## src/rtl/product_accumulator.sv

```systemverilog
// product_accumulator
//   Sums each group of NUM_TERMS unsigned 8-bit products into an ACC_W-bit
//   result and presents it on a valid/ready output. This is the MAC tail
//   behind the 4x4 multiplier.
//
// Ports
//   clk        rising-edge clock
//   rst        synchronous active-high reset
//   in_valid   product is valid this cycle
//   in_ready   block accepts a product this cycle
//   product    unsigned 8-bit product
//   clear      synchronous abort of the current group (below rst only)
//   out_valid  acc_out holds a completed group sum
//   out_ready  downstream accepts acc_out
//   acc_out    completed group sum, unsigned
//   overflow   the group sum exceeded ACC_W bits
//
// Build option
//   PRODUCT_ACC_SATURATE_EN  defined: on overflow the accumulator clamps to
//                            all-ones for the rest of the group.
//                            undefined (default): the sum wraps modulo 2^ACC_W.
//                            Overflow is flagged in both cases.
module product_accumulator #(
  parameter int ACC_W     = 16,
  parameter int NUM_TERMS = 4
) (
  input  logic             clk,
  input  logic             rst,
  input  logic             in_valid,
  output logic             in_ready,
  input  logic [7:0]       product,
  input  logic             clear,
  output logic             out_valid,
  input  logic             out_ready,
  output logic [ACC_W-1:0] acc_out,
  output logic             overflow
);

  localparam int CNT_W = (NUM_TERMS > 1) ? $clog2(NUM_TERMS) : 1;
  localparam logic [CNT_W-1:0] LAST_CNT = CNT_W'(NUM_TERMS - 1);

  typedef enum logic {ACCUM, DONE} state_t;

  state_t           state_q, state_d;
  logic [ACC_W-1:0] acc_q, acc_d;
  logic [ACC_W-1:0] acc_out_q, acc_out_d;
  logic [CNT_W-1:0] cnt_q, cnt_d;
  logic             grp_ovf_q, grp_ovf_d;   // sticky carry within the open group
  logic             ovf_q, ovf_d;           // flag reported with acc_out

  logic [ACC_W:0]   sum_wide;
  logic [ACC_W-1:0] acc_next;
  logic             carry;
  logic             beat;

  // in_ready is gated by rst so no beat can be accepted while reset is held.
  assign in_ready  = (state_q == ACCUM) && !rst;
  assign out_valid = (state_q == DONE);
  assign acc_out   = acc_out_q;
  assign overflow  = ovf_q;
  assign beat      = in_valid && in_ready;

  // One extra bit so the carry out of the accumulator is visible.
  assign sum_wide = {1'b0, acc_q} + {{(ACC_W - 7){1'b0}}, product};
  assign carry    = sum_wide[ACC_W];

`ifdef PRODUCT_ACC_SATURATE_EN
  // Once clamped, stay clamped until the group closes.
  assign acc_next = (carry || grp_ovf_q) ? {ACC_W{1'b1}} : sum_wide[ACC_W-1:0];
`else
  assign acc_next = sum_wide[ACC_W-1:0];
`endif

  always_comb begin
    state_d   = state_q;
    acc_d     = acc_q;
    acc_out_d = acc_out_q;
    cnt_d     = cnt_q;
    grp_ovf_d = grp_ovf_q;
    ovf_d     = ovf_q;

    if (clear) begin
      // Any beat in the same cycle is dropped; a pending result is discarded.
      state_d   = ACCUM;
      acc_d     = '0;
      cnt_d     = '0;
      grp_ovf_d = 1'b0;
      ovf_d     = 1'b0;
    end else begin
      case (state_q)
        ACCUM: begin
          if (beat) begin
            if (cnt_q == LAST_CNT) begin
              acc_out_d = acc_next;
              ovf_d     = grp_ovf_q | carry;
              acc_d     = '0;
              cnt_d     = '0;
              grp_ovf_d = 1'b0;
              state_d   = DONE;
            end else begin
              acc_d     = acc_next;
              cnt_d     = cnt_q + CNT_W'(1);
              grp_ovf_d = grp_ovf_q | carry;
            end
          end
        end
        DONE: begin
          // No bypass: the next group starts the cycle after the handshake.
          if (out_ready) begin
            ovf_d   = 1'b0;
            state_d = ACCUM;
          end
        end
        default: state_d = ACCUM;
      endcase
    end
  end

  always_ff @(posedge clk) begin
    if (rst) begin
      state_q   <= ACCUM;
      acc_q     <= '0;
      acc_out_q <= '0;
      cnt_q     <= '0;
      grp_ovf_q <= 1'b0;
      ovf_q     <= 1'b0;
    end else begin
      state_q   <= state_d;
      acc_q     <= acc_d;
      acc_out_q <= acc_out_d;
      cnt_q     <= cnt_d;
      grp_ovf_q <= grp_ovf_d;
      ovf_q     <= ovf_d;
    end
  end

endmodule

```

## config.mk

```make
export PLATFORM = sky130hd
export DESIGN_NAME = product_accumulator
export DESIGN_NICKNAME = d
export VERILOG_FILES = /design/src/rtl/product_accumulator.sv
export SDC_FILE = /design/constraint.sdc
export NUM_CORES = 1
export LEC_CHECK = 0
export ABC_AREA = 1
export CORE_MARGIN = 3
export CORE_UTILIZATION = 62
export CTS_BUF_LIST = sky130_fd_sc_hd__clkbuf_16
export CTS_CLUSTER_DIAMETER = 40
export DETAILED_ROUTE_END_ITERATION = 10
export DONT_BUFFER_PORTS = 1
export HOLD_SLACK_MARGIN = 0.03
export PLACE_DENSITY = 0.78
export REMOVE_ABC_BUFFERS = 1
export SLEW_MARGIN = 5
export SYNTH_ARGS = -nofsm -noshare
export SYNTH_HDL_FRONTEND = slang
export SYNTH_SLANG_ARGS = --single-unit
```

## constraint.sdc

```tcl
create_clock -name clk -period 2.1 [get_ports clk]
set_input_delay 0.42 -clock clk [delete_from_list [all_inputs] [get_ports clk]]
set_output_delay 0.42 -clock clk [all_outputs]
set_load 0.005 [all_outputs]
```

Word level (Yosys, flattened, before mapping)
Cells that the tools add are included.
- add/sub/neg operators: 2
- multiply operators: 0
- div/mod/pow operators: 0
- order comparisons: 0
- equal/unequal tests: 4
- shift operators: 0
- mux-type cells: 11
- bitwise operators: 3
- reduce and logical (&&, ||, !) cells: 7
- operators with widths (kind ; number):
    $add A16 B8 Y17 ; 1
    $mux W16 ; 1
    $mux W1 ; 7
    $ne A2 B2 Y1 const B ; 2
    $pmux W1 S2 ; 2
    $reduce_and A4 Y1 ; 1
    $reduce_and A3 Y1 ; 1
    $add A2 B1 Y2 const B ; 1
    $eq A2 B2 Y1 const B ; 1
    $logic_and A1 B1 Y1 ; 2
    $mux W2 ; 1
    $ne A2 B1 Y1 const B ; 1
    $not A1 Y1 ; 2
    $reduce_and A2 Y1 ; 1
    $reduce_or A2 Y1 ; 1
    $logic_not A1 Y1 ; 1
    $or A1 B1 Y1 ; 1
- flip-flop bits (word level): 37
- latch bits: 0
- bits in writable memories: 0
- memory bits (read-only): 0
- input bits: 13
- output and inout bits: 19
- logic and storage cells: 33
- memories kept: 0

Logic depth before layout (Yosys ltp)
Gate-level depths: netlist (run 1).
- word-level depth: 5
- mapped depth: 13
- gate-level depth less buffers: 13

Least setup slack after synthesis (run 1)
Ideal clock, no wire load.
- path kind: in2reg
- from: input port product[0]
- to: register acc_out_q[10], in the netlist acc_out[10]
- library setup time: 0.109 ns
- arrival time: 1.650 ns
- data required time: 1.991 ns
- path slack: 0.341 ns
- cell stages on the path: 12
- path buffers: 0
- cells stage by stage: ha_1 > fa_1 > nand2_1 > nand3_1 > nand3_1 > nand2_1 > nand2_1 > nand3_1 > nand2_1 > nand2_1 > nand2_1 > inv_1
- cells in the longest elaborated chain, start to end: 1
- ends and longest elaborated chain (element ; line ; source):
    start: declaration ; 31 ; input logic [7:0] product,
    $add A16 B8 Y17 ; 64 ; assign sum_wide = {1'b0, acc_q} + {{(ACC_W - 7){1'b0}}, product};
    end signal: assignment ; 130 ; acc_out_q <= acc_out_d;
    end: declaration ; 46 ; logic [ACC_W-1:0] acc_out_q, acc_out_d;
No other way between the ends.
A chain may end at the register's enable or synchronous reset.

Worst setup path in the final report (run 1)
- from: register acc_q[0]
- to: register ovf_q, in the netlist overflow
- cells in the longest elaborated chain, start to end: 5
- ends and longest elaborated chain (element ; line ; source):
    start: declaration ; 45 ; logic [ACC_W-1:0] acc_q, acc_d;
    start signal: assignment ; 122 ; acc_q <= '0;
    start signal: assignment ; 129 ; acc_q <= acc_d;
    $add A16 B8 Y17 ; 64 ;
    $or A1 B1 Y1 ; 95 ; ovf_d = grp_ovf_q | carry;
    $mux W1 ; 93 ; if (cnt_q == LAST_CNT) begin
    $mux W1 ; 92 ; if (beat) begin
    $pmux W1 S2 ; 90 ; case (state_q)
    end signal: assignment ; 133 ; ovf_q <= ovf_d;
    end: declaration ; 49 ; logic ovf_q, ovf_d;
No other way between the ends. The select of a mux whose other input is x is not followed.

==> results of run 1 <==
-- final cells by class --
class / count / area [um^2] / area share, %
Tap cell: 44 / 55.1 / 2.36
Inverter: 48 / 180 / 7.71
Timing Repair Buffer: 4 / 30.0 / 1.28
Multi-Input combinational cell: 224 / 1170 / 50.1
Clock buffer: 5 / 125 / 5.35
Sequential cell: 37 / 741 / 31.7
Clock inverter: 2 / 35.0 / 1.50
-- flip-flops by register name, summed over array words and instances, names as in the netlist --
register and count:
acc_out 16, acc_q 16, cnt_q 2, grp_ovf_q 1, out_valid 1, overflow 1
-- tightest hold or removal path, cell delays in order --
cell	delay, ps
nor2_1	40
o21ai_0	70
nor2_1	40
-- synthesized netlist by cell type --
master	count	area, um^2
buf_2	3	15.0
nor2_2	1	6.26
o21bai_1	6	45.0
buf_4	1	7.51
nand2_1	99	372
inv_2	2	7.51
clkinv_1	1	3.75
nor2_1	19	71.3
o21a_1	5	37.5
o21ai_0	11	55.1
buf_6	1	11.3
fa_1	1	20.0
ha_1	9	113
clkbuf_1	2	7.51
nor2_4	1	11.3
nand2_4	1	11.3
a22oi_1	1	7.51
nand3_1	24	120
a21o_1	1	7.51
or2_2	1	6.26
inv_1	45	169
xor2_1	7	61.3
nand3b_1	2	15.0
o211ai_1	1	7.51
or2_1	2	12.5
a21oi_1	22	110
nand4_1	1	6.26
nor2_8	2	40.0
nor3_1	3	15.0
dfxtp_1	37	741
o21ai_1	4	20.0
-- cells by family after synthesis --
family | Yosys count | synth area share, %
simple gates | 156 | 32.2
compound gates | 51 | 13.6
fa+ha+maj | 10 | 6.22
flops | 37 | 34.7
buf+inv | 55 | 10.4
xor+xnor | 7 | 2.87
-- per-layer routing --
metal / share of wire, % / vias up / GRT usage, %
met5: 0 / - / 0
met4: 0.98 / 0 / 7.12
met3: 7.7 / 5 / 9.36
met2: 45 / 66 / 42.3
met1: 46 / 840 / 31.1
li1: - / 1001 / -
-- worst paths after layout --
check / from / to / slack, ps / cells past startpoint
setup / recovery: acc_q[0] / overflow / 290 / 10
hold / removal: clear / cnt_q[1] / 340 / 3
setup reg to reg: acc_q[0] / overflow / 290 / 10
hold reg to reg: acc_q[7] / acc_q[7] / 470 / 2
-- report_power, final --
group	switching (W)	internal, W
clock	0.000268	0.000550
sequential	0.00000356	0.000708
combinational	0.0000746	0.0000358
total	0.000347	0.00129
-- through the flow --
step / utilization, % / setup slack, ps
floorplan: - / 332
global placement: 68.5 / 220
detailed placement: 68.5 / 171
CTS: 73.5 / 307
global route: 73.5 / 105
finish: 73.5 / 292
==> impl_metrics.ini, run 1 <==
[sta]
setup_violations = 0
post-route-min-period_ps = 1810
hold_viol = 0
relSlewSlack_pct = 67.8
finalCritPeriodShare_pct = 86.1
slew_viol_final = 0
fmax_ghz = 0.553
hold-worst-slack_ps = 339
rsz0062_at_grt = no
finClkSkew_ps = 2.76
fin_setup_tns_ps = 0
tightest_slew_ps = 482

[grt]
grt_overflow = 0
grt_antenna_before_repair = 0
grt_max_degree = 21
grt_use_total_pct = 25.5
grt_pass1_vias = 1870
grt_first_pass_wirelength_mm = 8.18

[setup_path]
crit_family = simple AND/OR/NAND/NOR gates
crit_chain = ha_1 > fa_1 > nand2_1 > o21ai_1 > nand3_1 > nand2_1 > nand2_1 > nand2_1 > nand2_1 > a21oi_1
required_ps = 2310
crit_arrival_ps = 2010
crit_fanout = 3
slowest_delay_ps = 330
critPathCaptureType = flip-flop
worst-path-buf-inv = 0
critPathMostFrequentCell = nand2_1
cpMaxStageDelayCell = dfxtp_1
criticalPathCategory = flip-flop to flip-flop
start_kind = flip-flop

[floorplanning]
design.core.area_um2 = 3180
row_count = 20
chipHeight_um = 64.7
io_pins = 32
chipWidth_um = 64.7
die_area_um2 = 4180
start_util_pct = 67.1

[pwr]
power_density_nw_per_um2 = 702
finalPower_w = 0.00164
p_leak_nw = 1.17
irDropWorstVdd_mv = 0.577

[clock_tree]
clock-sinks = 37
cts_tree = built
cts_resized = 0
cts_root_buf = clkbuf_16
cts-htree-levels = 2
clk_latency_ps = 280
cts_setup_buffers = 0
clockBufferDepth = 2
clk_pin_slew_worst_paths_ps = 50
cts_made_buffers = 5
postCtsHoldBufs = 0

[yosys]
netlist_area_um2 = 2130
ys_ff_latch = 37
synth.distinct_cells = 31
ys_warn_count = 0
ys_seq_area_share_pct = 34.7
syn_avg_cell_area_um2 = 6.75
synthCells = 316

[routing]
drtAntennaViolNets = 0
wl_mm = 4.80
via_per_inst = 5.25
drt-pass1-iter-count = 4
via_count = 1912
wl_per_cell_um = 13.2
first_iter_violations = 202
drc = 0

[final_layout]
layout_common_cells = 99 x nand2_1, 45 x inv_1, 37 x dfxtp_1
final_cells = 364
final_common_cell = nand2_1
final_nets = 343
antenna_cells = 0
num-fill-cells = 279
postLayoutCellArea_um2 = 2340
drive_gt1_share_pct = 5.94
area_delta_synth_final_pct = 9.56

[placement]
post-place-cells = 357
port_buffers = 0
hpwl_mm = 3.50
dpl-instance-area_um2 = 2180
gpl.final_weighted_congestion = 0.982

[hold_path]
hold_class = primary input to flip-flop

[outcome]
status = complete, no violations

[flow_run]
cap_violations = 0
No activity file was read; power rests on OpenSTA's default activity.
==> run 2, diff against run 1 <==
--- a/config.mk
+++ b/config.mk
@@ -12,7 +12,6 @@
 export CTS_CLUSTER_DIAMETER = 40
 export DETAILED_ROUTE_END_ITERATION = 10
 export DONT_BUFFER_PORTS = 1
-export HOLD_SLACK_MARGIN = 0.03
 export PLACE_DENSITY = 0.78
 export REMOVE_ABC_BUFFERS = 1
 export SLEW_MARGIN = 5
==> results of run 2 <==
Same layout as run 1: the final DEF is identical, and so are final timing and power.
==> run 3, diff against run 2 <==
--- a/config.mk
+++ b/config.mk
@@ -6,12 +6,12 @@
 export NUM_CORES = 1
 export LEC_CHECK = 0
 export ABC_AREA = 1
-export CORE_MARGIN = 3
 export CORE_UTILIZATION = 62
 export CTS_BUF_LIST = sky130_fd_sc_hd__clkbuf_16
 export CTS_CLUSTER_DIAMETER = 40
 export DETAILED_ROUTE_END_ITERATION = 10
 export DONT_BUFFER_PORTS = 1
+export GPL_TIMING_DRIVEN = 0
 export PLACE_DENSITY = 0.78
 export REMOVE_ABC_BUFFERS = 1
 export SLEW_MARGIN = 5
==> run 3 against run 2 <==
- via count decreased by 0.89%
- flip-flop and latch count unchanged
- cell count shrank 1.1%
- global-route usage up 2.0 points
- clock skew barely moved
- maximum frequency shrank 2.8%
- combinational power shrank 5%
- sequential share of layout area increased by 0.80 points
- clock-buffer cell count did not move
- critical endpoint is now acc_q[6]
==> impl_metrics.ini, run 3 (same netlist as run 1, synthesis figures left out) <==
[final_layout]
antenna_cells = 0
drive_gt1_share_pct = 4.11
final_common_cell = nand2_1
final_nets = 339
layout_common_cells = 99 x nand2_1, 46 x inv_1, 37 x dfxtp_1
area_delta_synth_final_pct = 6.86

[floorplanning]
chipWidth_um = 60.7
chipHeight_um = 60.7
design.core.area_um2 = 3150
row_count = 20
die_area_um2 = 3680
start_util_pct = 67.7
io_pins = 32

[routing]
via_per_inst = 5.26
drt-pass1-iter-count = 4
wl_mm = 4.47
via_count = 1895
drtAntennaViolNets = 0
wl_per_cell_um = 12.4
drc = 0
first_iter_violations = 132

[sta]
fin_ws_ps = 240
finalCritPeriodShare_pct = 88.6
finClkSkew_ps = 2.60
hold-worst-slack_ps = 335
hold_viol = 0
setup_violations = 0
rsz0062_at_grt = no
fmax_ghz = 0.538
slew_viol_final = 0
fin_setup_tns_ps = 0
tightest_slew_ps = 729
relSlewSlack_pct = 51.3
post-route-min-period_ps = 1860

[clock_tree]
cts_made_buffers = 5
clock-sinks = 37
cts_root_buf = clkbuf_16
cts_setup_buffers = 0
cts_resized = 0
clk_latency_ps = 270
clk_pin_slew_worst_paths_ps = 50
clockBufferDepth = 2
postCtsHoldBufs = 0
cts_tree = built
cts-htree-levels = 2

[placement]
dp_slack_ps = 112
gpl.final_weighted_congestion = 0.946
port_buffers = 0
hpwl_mm = 3.18

[grt]
grt_pass1_vias = 1742
grt_antenna_before_repair = 0
grt_overflow = 0
grt_first_pass_wirelength_mm = 7.49
grt_max_degree = 25
grt_use_total_pct = 27.5

[setup_path]
required_ps = 2290
critPathMostFrequentCell = nand2_1
start_kind = flip-flop
critPathCaptureType = flip-flop
crit_fanout = 3
criticalPathCategory = flip-flop to flip-flop
crit_chain = ha_1 > fa_1 > nand2_1 > nand3_1 > nand3_1 > nand2_1 > xor2_1 > nand2_1 > a21oi_1
crit_arrival_ps = 2050
slowest_delay_ps = 400
cpMaxStageDelayCell = fa_1

[pwr]
power_density_nw_per_um2 = 657
irDropWorstVdd_mv = 0.439
p_leak_nw = 1.13

[outcome]
status = complete, no violations

[hold_path]
hold_class = primary input to flip-flop

[flow_run]
cap_violations = 0
==> run 3: cell types whose count changed in the layout (fill, tap and decap cells not counted), sizes merged <==
cell,previous run,this run
inv,47,48
bufinv,1,0
buf,4,0
==> run 3: final timing paths <==
path	from	endpoint	slack, ps	cells after the start
hold / removal	out_ready	out_valid	340	3
setup / recovery	acc_q[0]	acc_q[6]	240	9
hold reg to reg	acc_q[7]	acc_q[7]	470	2
setup reg to reg	acc_q[0]	acc_q[6]	240	9
==> run 3: layer usage <==
layer,track usage (%),up-vias,part of all wire (%)
met5,0,-,0
li1,-,999,-
met4,7.79,0,0.83
met2,46.5,56,46
met3,5.33,6,7.8
met1,35.8,834,45
==> run 3: through the flow <==
stage	instance area, um^2	total power (W)	instances	utilization, %
3_5_place_dp	2150	0.000829	353	68.1
3_3_place_gp	2150	0.000828	353	68.1
6_report	2280	0.00150	360	72.3
2_1_floorplan	2090	0.000804	309	-
5_1_grt	2280	0.00155	360	72.3
4_1_cts	2280	0.00151	360	72.3
==> run 3: final cells by class <==
cell class | count | area, um^2
Fill cell | 273 | 873
Multi-Input combinational cell | 224 | 1170
Clock inverter | 2 | 7.51
Tap cell | 44 | 55.1
Inverter | 48 | 180
Clock buffer | 5 | 125
Sequential cell | 37 | 741
==> run 3: power by group <==
part	switching (W)	internal (W)	leakage, nW	total, W
Combinational	0.0000733	0.0000319	0.768	0.000105
Sequential	0.00000358	0.000708	0.298	0.000712
Clock	0.000257	0.000424	0.0685	0.000680
Total	0.000333	0.00116	1.13	0.00150
==> run 3: worst max-delay path: cells and delay by family (launching register included) <==
| kind | cells | cell delay, ps |
|---|---|---|
| AND/OR/NAND/NOR | 5 | 450 |
| AO/OA/AOI/OAI | 1 | 130 |
| adder cells (fa/ha/maj) | 2 | 610 |
| XOR/XNOR | 1 | 280 |
| flip-flops | 1 | 310 |
